[config.mk]
export PLATFORM = sky130hd
export DESIGN_NAME = mmio_uart_tx
export DESIGN_NICKNAME = d
export VERILOG_FILES = /design/src/rtl/uart_pkg.sv /design/src/rtl/sync_fifo.sv /design/src/rtl/mmio_uart_tx.sv
export SDC_FILE = /design/constraint.sdc
export NUM_CORES = 1
export LEC_CHECK = 0
export BUFFER_PORTS_ARGS = -buffer_cell sky130_fd_sc_hd__buf_4
export CAP_MARGIN = 20
export CORE_UTILIZATION = 31
export CTS_BUF_LIST = sky130_fd_sc_hd__clkbuf_4 sky130_fd_sc_hd__clkbuf_8
export DETAILED_ROUTE_END_ITERATION = 10
export HOLD_SLACK_MARGIN = 0.08
export SLEW_MARGIN = 0
export SYNTH_ARGS = -nofsm -noshare
export SYNTH_HDL_FRONTEND = slang
export SYNTH_SLANG_ARGS = --single-unit
[constraint.sdc]
create_clock -name clk -period 4.9 [get_ports clk]
set_input_delay 0.98 -clock clk [delete_from_list [all_inputs] [get_ports clk]]
set_output_delay 0.98 -clock clk [all_outputs]
set_load 0.02 [all_outputs]
[src/rtl/uart_pkg.sv]
// uart_pkg: shared types and constants for the memory-mapped UART transmitter.
package uart_pkg;
   typedef enum logic [1:0] {IDLE, START, DATA, STOP} state_t;
   localparam int ST_BUSY = 0;
   localparam int ST_FULL = 1;
   localparam int ST_EMPTY = 2;
   localparam int ST_OVF = 3;
   localparam int ST_CNT = 4;
   localparam logic [31:0] OFF_DATA = 32'd0;
   localparam logic [31:0] OFF_STAT = 32'd4;
endpackage

[src/rtl/sync_fifo.sv]
// sync_fifo: single-clock FIFO; pointers carry an extra wrap bit to tell full from empty.
module sync_fifo #(
   parameter int WIDTH = 8,
   parameter int DEPTH = 8
) (
   input  logic                     clk,
   input  logic                     reset,
   input  logic                     push,
   input  logic                     pop,
   input  logic [WIDTH-1:0]         din,
   output logic [WIDTH-1:0]         dout,
   output logic                     full,
   output logic                     empty,
   output logic [$clog2(DEPTH):0]   count
);
   localparam int AW = $clog2(DEPTH);
   logic [WIDTH-1:0] mem [DEPTH];
   logic [AW:0] wp, rp;
   logic we, re;
   assign full = wp[AW] != rp[AW] && wp[AW-1:0] == rp[AW-1:0];
   assign empty = wp == rp;
   assign count = wp - rp;
   assign we = push & !full;
   assign re = pop & !empty;
   assign dout = mem[rp[AW-1:0]];
   always_ff @(posedge clk or posedge reset) begin
      if (reset) begin
         wp <= '0;
         rp <= '0;
      end else begin
         if (we) wp <= wp + 1'b1;
         if (re) rp <= rp + 1'b1;
      end
   end
   always_ff @(posedge clk)
      if (we) mem[wp[AW-1:0]] <= din;
endmodule

[src/rtl/mmio_uart_tx.sv]
// mmio_uart_tx: store-bus mapped 8N1 transmitter with FIFO and a RAM-latency STATUS read port.
module mmio_uart_tx
   import uart_pkg::*;
#(
   parameter logic [31:0] BASE_ADDR = 32'h0000_0400,
   parameter int BAUD_DIV = 434,
   parameter int FIFO_DEPTH = 8
) (
   input  logic        clk,
   input  logic        reset,
   input  logic        MemWrite,
   input  logic [31:0] DataAdr,
   input  logic [31:0] WriteData,
   output logic [31:0] RdData,
   output logic        sel,
   output logic        tx,
   output logic        busy
);
   localparam int CW = $clog2(BAUD_DIV);
   localparam int AW = $clog2(FIFO_DEPTH);
   logic hit_data, hit_stat, full, empty, pop, ovf, wrap, unused;
   logic [AW:0] count;
   logic [7:0] dout, shift, shift_n;
   logic [CW-1:0] cnt, cnt_n;
   logic [2:0] idx, idx_n;
   logic [31:0] status;
   state_t state, state_n;
   assign hit_data = DataAdr == BASE_ADDR + OFF_DATA;
   assign hit_stat = DataAdr == BASE_ADDR + OFF_STAT;
   assign unused = ^WriteData[31:8];
   sync_fifo #(.WIDTH(8), .DEPTH(FIFO_DEPTH)) u_fifo (
      .clk(clk), .reset(reset), .push(MemWrite & hit_data), .pop(pop),
      .din(WriteData[7:0]), .dout(dout), .full(full), .empty(empty), .count(count)
   );
   assign busy = state != IDLE || !empty;
   assign tx = state == START ? 1'b0 : state == DATA ? shift[0] : 1'b1;
   assign wrap = cnt == CW'(BAUD_DIV - 1);
   always_comb begin
      status = '0;
      status[ST_BUSY] = busy;
      status[ST_FULL] = full;
      status[ST_EMPTY] = empty;
      status[ST_OVF] = ovf;
      status[ST_CNT +: 7] = 7'(count);
   end
   // Bus side: STATUS is registered so it lines up with the synchronous RAM read.
   always_ff @(posedge clk or posedge reset) begin
      if (reset) begin
         RdData <= '0;
         sel <= 1'b0;
         ovf <= 1'b0;
      end else begin
         RdData <= hit_stat ? status : '0;
         sel <= hit_data | hit_stat;
         if (MemWrite & hit_data & full) ovf <= 1'b1;
         else if (MemWrite & hit_stat) ovf <= 1'b0;
      end
   end
   always_ff @(posedge clk or posedge reset) begin
      if (reset) begin
         state <= IDLE;
         cnt <= '0;
         idx <= '0;
         shift <= '0;
      end else begin
         state <= state_n;
         cnt <= cnt_n;
         idx <= idx_n;
         shift <= shift_n;
      end
   end
   always_comb begin
      state_n = state;
      cnt_n = cnt;
      idx_n = idx;
      shift_n = shift;
      pop = 1'b0;
      if (state == IDLE) begin
         if (!empty) begin
            pop = 1'b1;
            shift_n = dout;
            cnt_n = '0;
            state_n = START;
         end
      end else begin
         cnt_n = wrap ? '0 : cnt + 1'b1;
         if (wrap) begin
            unique case (state)
               START: begin
                  state_n = DATA;
                  idx_n = '0;
               end
               DATA: begin
                  shift_n = shift >> 1;
                  idx_n = idx + 1'b1;
                  if (idx == 3'd7) state_n = STOP;
               end
               default: state_n = IDLE;
            endcase
         end
      end
   end
endmodule

==> results of run 1 <==
## synth_stat cells, types with 5 or more instances
| library cell | n | area share |
|---|---|---|
| edfxtp_1 | 64 | 0.39 |
| dfrtp_1 | 40 | 0.21 |
| buf_4 | 26 | 0.040 |
| nand2_1 | 21 | 0.016 |
| mux4_2 | 15 | 0.069 |
| o21ai_0 | 14 | 0.014 |
| ha_1 | 12 | 0.031 |
| inv_1 | 11 | 0.0085 |
| mux2i_1 | 11 | 0.023 |
| nor3_1 | 10 | 0.010 |
| nand3_1 | 9 | 0.0092 |
| nor2_1 | 8 | 0.0062 |
| and3_1 | 7 | 0.0090 |
| xnor2_1 | 7 | 0.013 |
| nor4_2 | 6 | 0.015 |
| o221a_2 | 5 | 0.012 |
## logic make-up (layout without fill, tap and decap cells)
logic type / after synthesis / in the layout / share of synthesized area
AO/OA/AOI/OAI: 36 / 36 / 0.05419
flip-flops: 104 / 104 / 0.5999
other: 1 / 24 / 0.0007697
adder cells (fa/ha/maj): 13 / 13 / 0.03492
AND/OR/NAND/NOR: 86 / 86 / 0.1204
XOR/XNOR: 11 / 11 / 0.02132
multiplexers: 31 / 31 / 0.1066
buffers and inverters: 47 / 85 / 0.06189
## how the worst min path moves through the flow
stage / slack [ps] / to / cells after the start / startpoint
6_report: 490 / idx[1] / 2 / idx[1]
5_1_grt: 520 / idx[2] / 2 / idx[2]
4_1_cts: 500 / idx[1] / 2 / idx[1]
3_5_place_dp: 480 / idx[1] / 2 / idx[1]
3_3_place_gp: 470 / idx[1] / 2 / idx[1]
2_1_floorplan: 450 / idx[1] / 2 / idx[1]
## registers in the layout, indices dropped and copies added (netlist names)
name / flops
ovf: 1
RdData: 8
state: 2
u_fifo.rp: 4
u_fifo.mem: 64
cnt: 9
shift: 8
idx: 3
sel: 1
u_fifo.wp: 4
## routing by layer
layer | routed length (µm) | up-vias | track usage
met5 | 0 | - | 0
met4 | 75 | 0 | 0.03151
met3 | 345 | 7 | 0.03266
met2 | 4398 | 62 | 0.1990
met1 | 4127 | 1355 | 0.1530
li1 | - | 1313 | -
## worst reg2reg max path, stage by stage, from the launching register on
cell and delay (ps):
dfrtp_1 350, buf_4 270, inv_1 130, ha_1 360
and3_1 230, a21boi_0 260, nand4_1 250, nor3b_2 780
## where the power goes
part | switching [mW] | leakage, nW | internal, mW
Sequential | 0.000000000740 | 1.09 | 0.931
Clock | 0.292 | 0.0834 | 0.200
Combinational | 0.0385 | 1.04 | 0.0245
Total | 0.331 | 2.22 | 1.16
## cell type report
cell class / count / area [µm²] / area share
multi-input combinational: 201 / 1749 / 0.3130
clock inverter: 5 / 40.04 / 0.007165
inverter: 12 / 45.04 / 0.008061
clock buffer: 11 / 138.9 / 0.02485
tap: 211 / 264.0 / 0.04725
sequential: 104 / 2923 / 0.5231
timing repair buffer: 57 / 427.9 / 0.07658
==> flow_summary.ini, run 1 <==
[yosys]
synth_edf_count = 64
syn_area_per_cell_um2 = 14.81
synth-main-ff-cell = edfxtp_1
ys_seq_elements = 104
syn-instance-count = 329
synth_cell_types = 55
ys_async_sr_fraction = 0.3846
seq_area_frac_synth = 0.5999
ys_warn_count = 0
netlist_area_um2 = 4872

[power]
ir_worst_vdd_mv = 0.1192
finalPower_mw = 1.486
power_density_nw_per_um2 = 265.9
power_leakage_nw = 2.216

[sta]
setup_tns_ps = 0
rsz0062_at_grt = no
fmax_mhz = 311.7
slew_headroom = 0.4128
finClkSkew_ps = 11.22
hold_violations = 0
tightest_slew_ps = 876.9
drv_slew = 0
fin_crit_ps = 3208
setup_viol = 0
post-route-period-util = 0.6548
fin_hold_ws_ps = 493.9
finalWorstSetupSlack_ps = 1692

[floorplan]
ios = 102
start_util = 0.3193
dieHeight_um = 127.4
rows = 45
die_area_um2 = 16220
coreArea_um2 = 15260
die_w_um = 127.4

[finish]
final_nets = 465
fill_cells = 1457
fin_cells = 601
post-route-util = 0.3662
layout_commonest_cell = edfxtp_1
num_antenna_cells = 0
drive_gt1_frac = 0.3103
area_growth_pct = 14.69
final_cell_area_um2 = 5588
final_cell_mix = edfxtp_1, buf_4, dfrtp_1

[critical_path]
ff2ff_path_depth = 7
crit_top_cell = buf_4
crit_fanout = 17
cp_data_required_time_ps = 3920
max_stage_delay_ps = 360
cp-endpoint = busy
cp.depth = 7
cp.arrival_ps = 2230
crit_slowest_cell = ha_1
crit_chain = buf_4, inv_1, ha_1, and3_1, and3_4, inv_2, buf_4
critPathKind = reg2out
crit_family = buffers and inverters
cp_num_buf_inv = 4
timing.reg2reg.setup_slack_ps = 1900
r2r_start = u_fifo.rp[2]
cp-startpoint = u_fifo.rp[2]
critPathCaptureType = output port
start_kind = register
worst_r2r_endpoint = u_fifo.mem[6][7]

[drt]
routed_wl_um = 8946
wl_per_cell_um = 14.89
ant_nets = 0
viasPerCell = 4.554
initialDrtViolationCount = 164
drt_pass1_iterations = 4
vias = 2737
drc = 0

[place]
place_inst = 585
place_ws_ps = 1550
placed_area_um2 = 5409
port-buffer-count = 53
gp_congestion = 0.7396
dp_hpwl_um = 6256

[clock_network]
clkLatencyLatePin_ps = 360
tritoncts = done
cts-root-buf = clkbuf_8
clock_path_buffers = 2
hold_buffers = 0
clkSinkCount = 104
clkSlewWorstSetupHoldPaths_ps = 90
h-tree-depth = 3
cts_made_buffers = 9
post_cts_buffers = 0
ctsResizeCount = 0

[grt]
grt_max_degree = 41
antenna_found_initial = 0
overflow = 0
grt_pass1_vias = 2790
grt_usage = 0.1194
grt_pass1_wl_um = 14690

[min_path]
hold_class = reg2reg

[run]
cap_violations = 0

[status]
status = completed
(Power assumes the default switching activity.)
==> run 2: changes to the inputs <==
- clock period: 4.9 -> 2.7 ns (I/O delays scaled with it)
==> flow_summary.ini, run 2 (synthesis results as in run 1) <==
[finish]
fill_cells = 1463
final_nets = 476
drive_gt1_frac = 0.3267
final_cell_mix = buf_4, edfxtp_1, dfrtp_1
multiInputGateArea_um2 = 1739
layout_commonest_cell = buf_4
largest_register_ffs = 64
area_growth_pct = 16.28
num_antenna_cells = 0
regArea_um2 = 2924

[grt]
antenna_found_initial = 0
overflow = 0
grt_pass1_vias = 2901
grt_max_degree = 41
grt_pass1_wl_um = 15010
grt_usage = 0.1232

[sta]
slew_headroom = 0.6566
post-route-period-util = 0.9533
setup_viol = 0
tightest_slew_ps = 515.2
fmax_mhz = 388.5
rsz0062_at_grt = no
finClkSkew_ps = 8.609
fin_hold_ws_ps = 301.6
hold_violations = 0
fin_crit_ps = 2574
drv_slew = 0

[power]
finalPower_mw = 2.715
p_clk_frac = 0.336
pwr-share-comb = 0.042
ir_worst_vdd_mv = 0.3432
power_density_nw_per_um2 = 479.2
p_int_mw = 2.095
power_leakage_nw = 2.283
p_sw_frac = 0.2285
p_switching_uw = 620.3
power_frac_seq = 0.622

[critical_path]
cp_data_required_time_ps = 2160
r2r_start = u_fifo.wp[0]
cp.arrival_ps = 2030
critPathKind = reg2out
timing.reg2reg.setup_slack_ps = 320
start_kind = register
cp-endpoint = busy
crit_family = flip-flops
cp.depth = 5
crit_chain = ha_1, and3_1, and3_4, inv_2, buf_4
ff2ff_path_depth = 7
critPathCaptureType = output port
crit_fanout = 10
worst_r2r_endpoint = u_fifo.mem[6][5]
cp_num_buf_inv = 2
cp-startpoint = u_fifo.wp[2]
max_stage_delay_ps = 520
crit_slowest_cell = dfrtp_1

[clock_network]
clkSlewWorstSetupHoldPaths_ps = 100
cts-root-buf = clkbuf_8
h-tree-depth = 3
tritoncts = done
cts_made_buffers = 9
clkSinkCount = 104
clock_path_buffers = 2
clkLatencyLatePin_ps = 370

[place]
dp_hpwl_um = 6504
gp_congestion = 0.7793
port-buffer-count = 53

[drt]
initialDrtViolationCount = 79
wl_per_cell_um = 15.23
ant_nets = 0
viasPerCell = 4.603
drc = 0
vias = 2817
drt_pass1_iterations = 4
routed_wl_um = 9323

[min_path]
hold_class = in2async

[status]
status = completed

[floorplan]
start_util = 0.3193
ios = 102
die_w_um = 127.4
rows = 45
dieHeight_um = 127.4
die_area_um2 = 16220
coreArea_um2 = 15260

[run]
cap_violations = 0
==> run 2: cell count changes in the layout (fill, tap and decap cells not counted), sizes merged <==
| cell | before | now |
|---|---|---|
| clkbuf | 11 | 10 |
| clkinvlp | 3 | 0 |
| buf | 57 | 68 |
| clkinv | 0 | 3 |
| inv | 14 | 15 |
==> run 2: stage by stage <==
stage                     instances  setup WS [ps]  cell area (µm²)  TNS [ps]    util
after detailed placement        595          212.2             5474         0  0.3588
after global placement          595          286.8             5474         0  0.3588
after global routing            612          1.553             5665         0  0.3713
final                           612          126.2             5665         0  0.3713
after CTS                       611          68.84             5658         0  0.3708
after floorplan                 352         -11.12             4964    -177.7       -
==> run 2: per-layer routing <==
metal	global-route usage	vias to the layer above	wire length, µm
li1	-	1327	-
met1	0.1584	1415	4216
met2	0.2051	62	4614
met3	0.02931	13	358
met4	0.03922	0	133
met5	0	-	0
==> run 2: worst register-to-register path: cells and delay by family, from the launching register on <==
kind,cells,cell delay [ps]
simple gates,3,680
flops,1,450
buf+inv,2,400
fa+ha+maj,1,290
compound gates,1,260
==> run 2: cell type report <==
cell class / count / share of cell area
Tap cell: 211 / 0.04660
Clock buffer: 10 / 0.02319
Multi-Input combinational cell: 201 / 0.3070
Timing Repair Buffer: 68 / 0.09011
Sequential cell: 104 / 0.5161
Inverter: 12 / 0.007951
Clock inverter: 6 / 0.009055
==> run 2: what timing repair did <==
| action | CTS | global route |
|---|---|---|
| resized for setup | 1 | 0 |
| hold buffers | 0 | 0 |
| setup endpoints to repair | 1 | 1 |
| setup buffers | 0 | 1 |
==> run 2: worst min path at each step <==
stage / startpoint / endpoint / slack (ps) / depth (start not counted)
3_3_place_gp: idx[2] / idx[2] / 470 / 2
4_1_cts: reset / RdData[6] / 300 / 3
3_5_place_dp: idx[2] / idx[2] / 490 / 2
6_report: reset / u_fifo.wp[2] / 300 / 3
5_1_grt: reset / sel / 330 / 3
2_1_floorplan: idx[1] / idx[1] / 450 / 2
==> run 2: power groups by stage <==
stage / clock network, mW / registers, mW / logic [mW]
floorplan: 0 / 1.72 / 0.0726
global placement: 0 / 1.72 / 0.112
detailed placement: 0 / 1.72 / 0.115
CTS: 0.946 / 1.69 / 0.116
global route: 0.996 / 1.69 / 0.126
finish: 0.911 / 1.69 / 0.114
==> run 3: changes to the inputs <==
==> constraint.sdc (replaced) <==
create_clock -name clk -period 2.7 [get_ports clk]
set_input_delay 0.135 -clock clk [delete_from_list [all_inputs] [get_ports clk]]
set_output_delay 0.135 -clock clk [all_outputs]
set_load 0.02 [all_outputs]
==> flow_summary.ini, run 3 (synthesis results as in run 1) <==
[status]
status = completed

[clock_network]
clkSlewWorstSetupHoldPaths_ps = 100
h-tree-depth = 3
clock_path_buffers = 2
cts_made_buffers = 9
clkLatencyLatePin_ps = 380
ctsResizeCount = 0
post_cts_buffers = 0
tritoncts = done
cts-root-buf = clkbuf_8
hold_buffers = 12
clkSinkCount = 104

[floorplan]
coreArea_um2 = 15260
start_util = 0.3193
rows = 45
die_w_um = 127.4
die_area_um2 = 16220
ios = 102
dieHeight_um = 127.4

[finish]
area_growth_pct = 19.00
final_cell_area_um2 = 5798
drive_gt1_frac = 0.3131
fin_cells = 623
final_nets = 487
layout_commonest_cell = buf_4
num_antenna_cells = 0
largest_register_ffs = 64
final_cell_mix = buf_4, edfxtp_1, dfrtp_1

[sta]
fmax_mhz = 400.0
setup_viol = 0
tightest_slew_ps = 828.9
fin_crit_ps = 2500
rsz0062_at_grt = no
finalWorstSetupSlack_ps = 200.0
drv_slew = 0
slew_headroom = 0.4468
finClkSkew_ps = 14.98
hold_violations = 0
post-route-period-util = 0.9259

[grt]
overflow = 0
grt_pass1_wl_um = 15370
top_usage_layer = met2
use_met1 = 0.1586
grt.met3_usage = 0.02806
grt.met2_usage = 0.2109
grt_max_degree = 23
antenna_found_initial = 0
grt_pass1_vias = 2954
grt_usage = 0.1245

[place]
place_ws_ps = 255.0
gp_congestion = 0.7709
place_inst = 595
dp_hpwl_um = 6542
placed_area_um2 = 5474
port-buffer-count = 53

[drt]
vias = 2868
initialDrtViolationCount = 103
routed_wl_um = 9314
drt_pass1_iterations = 4
wl_per_cell_um = 14.95
drc = 0
viasPerCell = 4.604
ant_nets = 0

[critical_path]
crit_slowest_cell = dfrtp_1
crit_family = simple AND/OR/NAND/NOR gates
critPathKind = reg2reg
crit_fanout = 8
critPathCaptureType = register
cp.arrival_ps = 2580
max_stage_delay_ps = 500
crit_chain = inv_1, ha_1, and3_1, a21boi_0, nand4_1, nor3_1, buf_4
cp_num_buf_inv = 2
start_kind = register
cp_data_required_time_ps = 2780

[run]
cap_violations = 0

[min_path]
hold_class = in2reg

[power]
ir_worst_vdd_mv = 0.2593
finalPower_mw = 2.781
power_leakage_nw = 2.335
power_density_nw_per_um2 = 479.7
==> run 3: area by class of cell <==
class / instances / area, µm²
multi-input combinational: 201 / 1739
sequential: 104 / 2923
clock buffer: 9 / 123.9
tap: 211 / 264.0
fill: 1454 / 9460
inverter: 12 / 45.04
timing repair buffer: 79 / 623.1
clock inverter: 7 / 80.08
==> run 3: path summary, 6_finish.rpt <==
path / startpoint / end / slack [ps] / depth (start not counted)
setup / recovery: u_fifo.wp[0] / u_fifo.mem[3][4] / 200 / 7
hold / removal: DataAdr[3] / sel / 200 / 4
setup reg to reg: u_fifo.wp[0] / u_fifo.mem[3][4] / 200 / 7
hold reg to reg: idx[1] / idx[1] / 510 / 2
max in group asynchronous: reset / shift[1] / 1560 / 4
min in group asynchronous: reset / cnt[5] / 480 / 3
==> run 3: stage by stage <==
stage / TNS (ps) / hold WS (ps) / util
2_1_floorplan: -177.7 / 233.9 / -
3_3_place_gp: 0 / 347.0 / 0.3588
3_5_place_dp: 0 / 355.3 / 0.3588
4_1_cts: 0 / 172.2 / 0.3800
5_1_grt: 0 / 186.0 / 0.3800
6_report: 0 / 198.2 / 0.3800
==> run 3: worst reg2reg max path, stage by stage (launching register included) <==
cell	delay [ps]
dfrtp_1	500
inv_1	190
ha_1	350
and3_1	240
a21boi_0	270
nand4_1	240
nor3_1	190
buf_4	240
==> run 3: power by group <==
group	switching (mW)	total, mW	internal, mW
combinational	0.0731	0.129	0.0557
clock	0.593	0.963	0.370
sequential	0.000000000814	1.69	1.69
==> run 3: routing by layer <==
layer | routed length, µm | vias to the layer above
met5 | 0 | -
met3 | 284 | 10
met4 | 102 | 0
met1 | 4314 | 1446
met2 | 4614 | 56
li1 | - | 1356
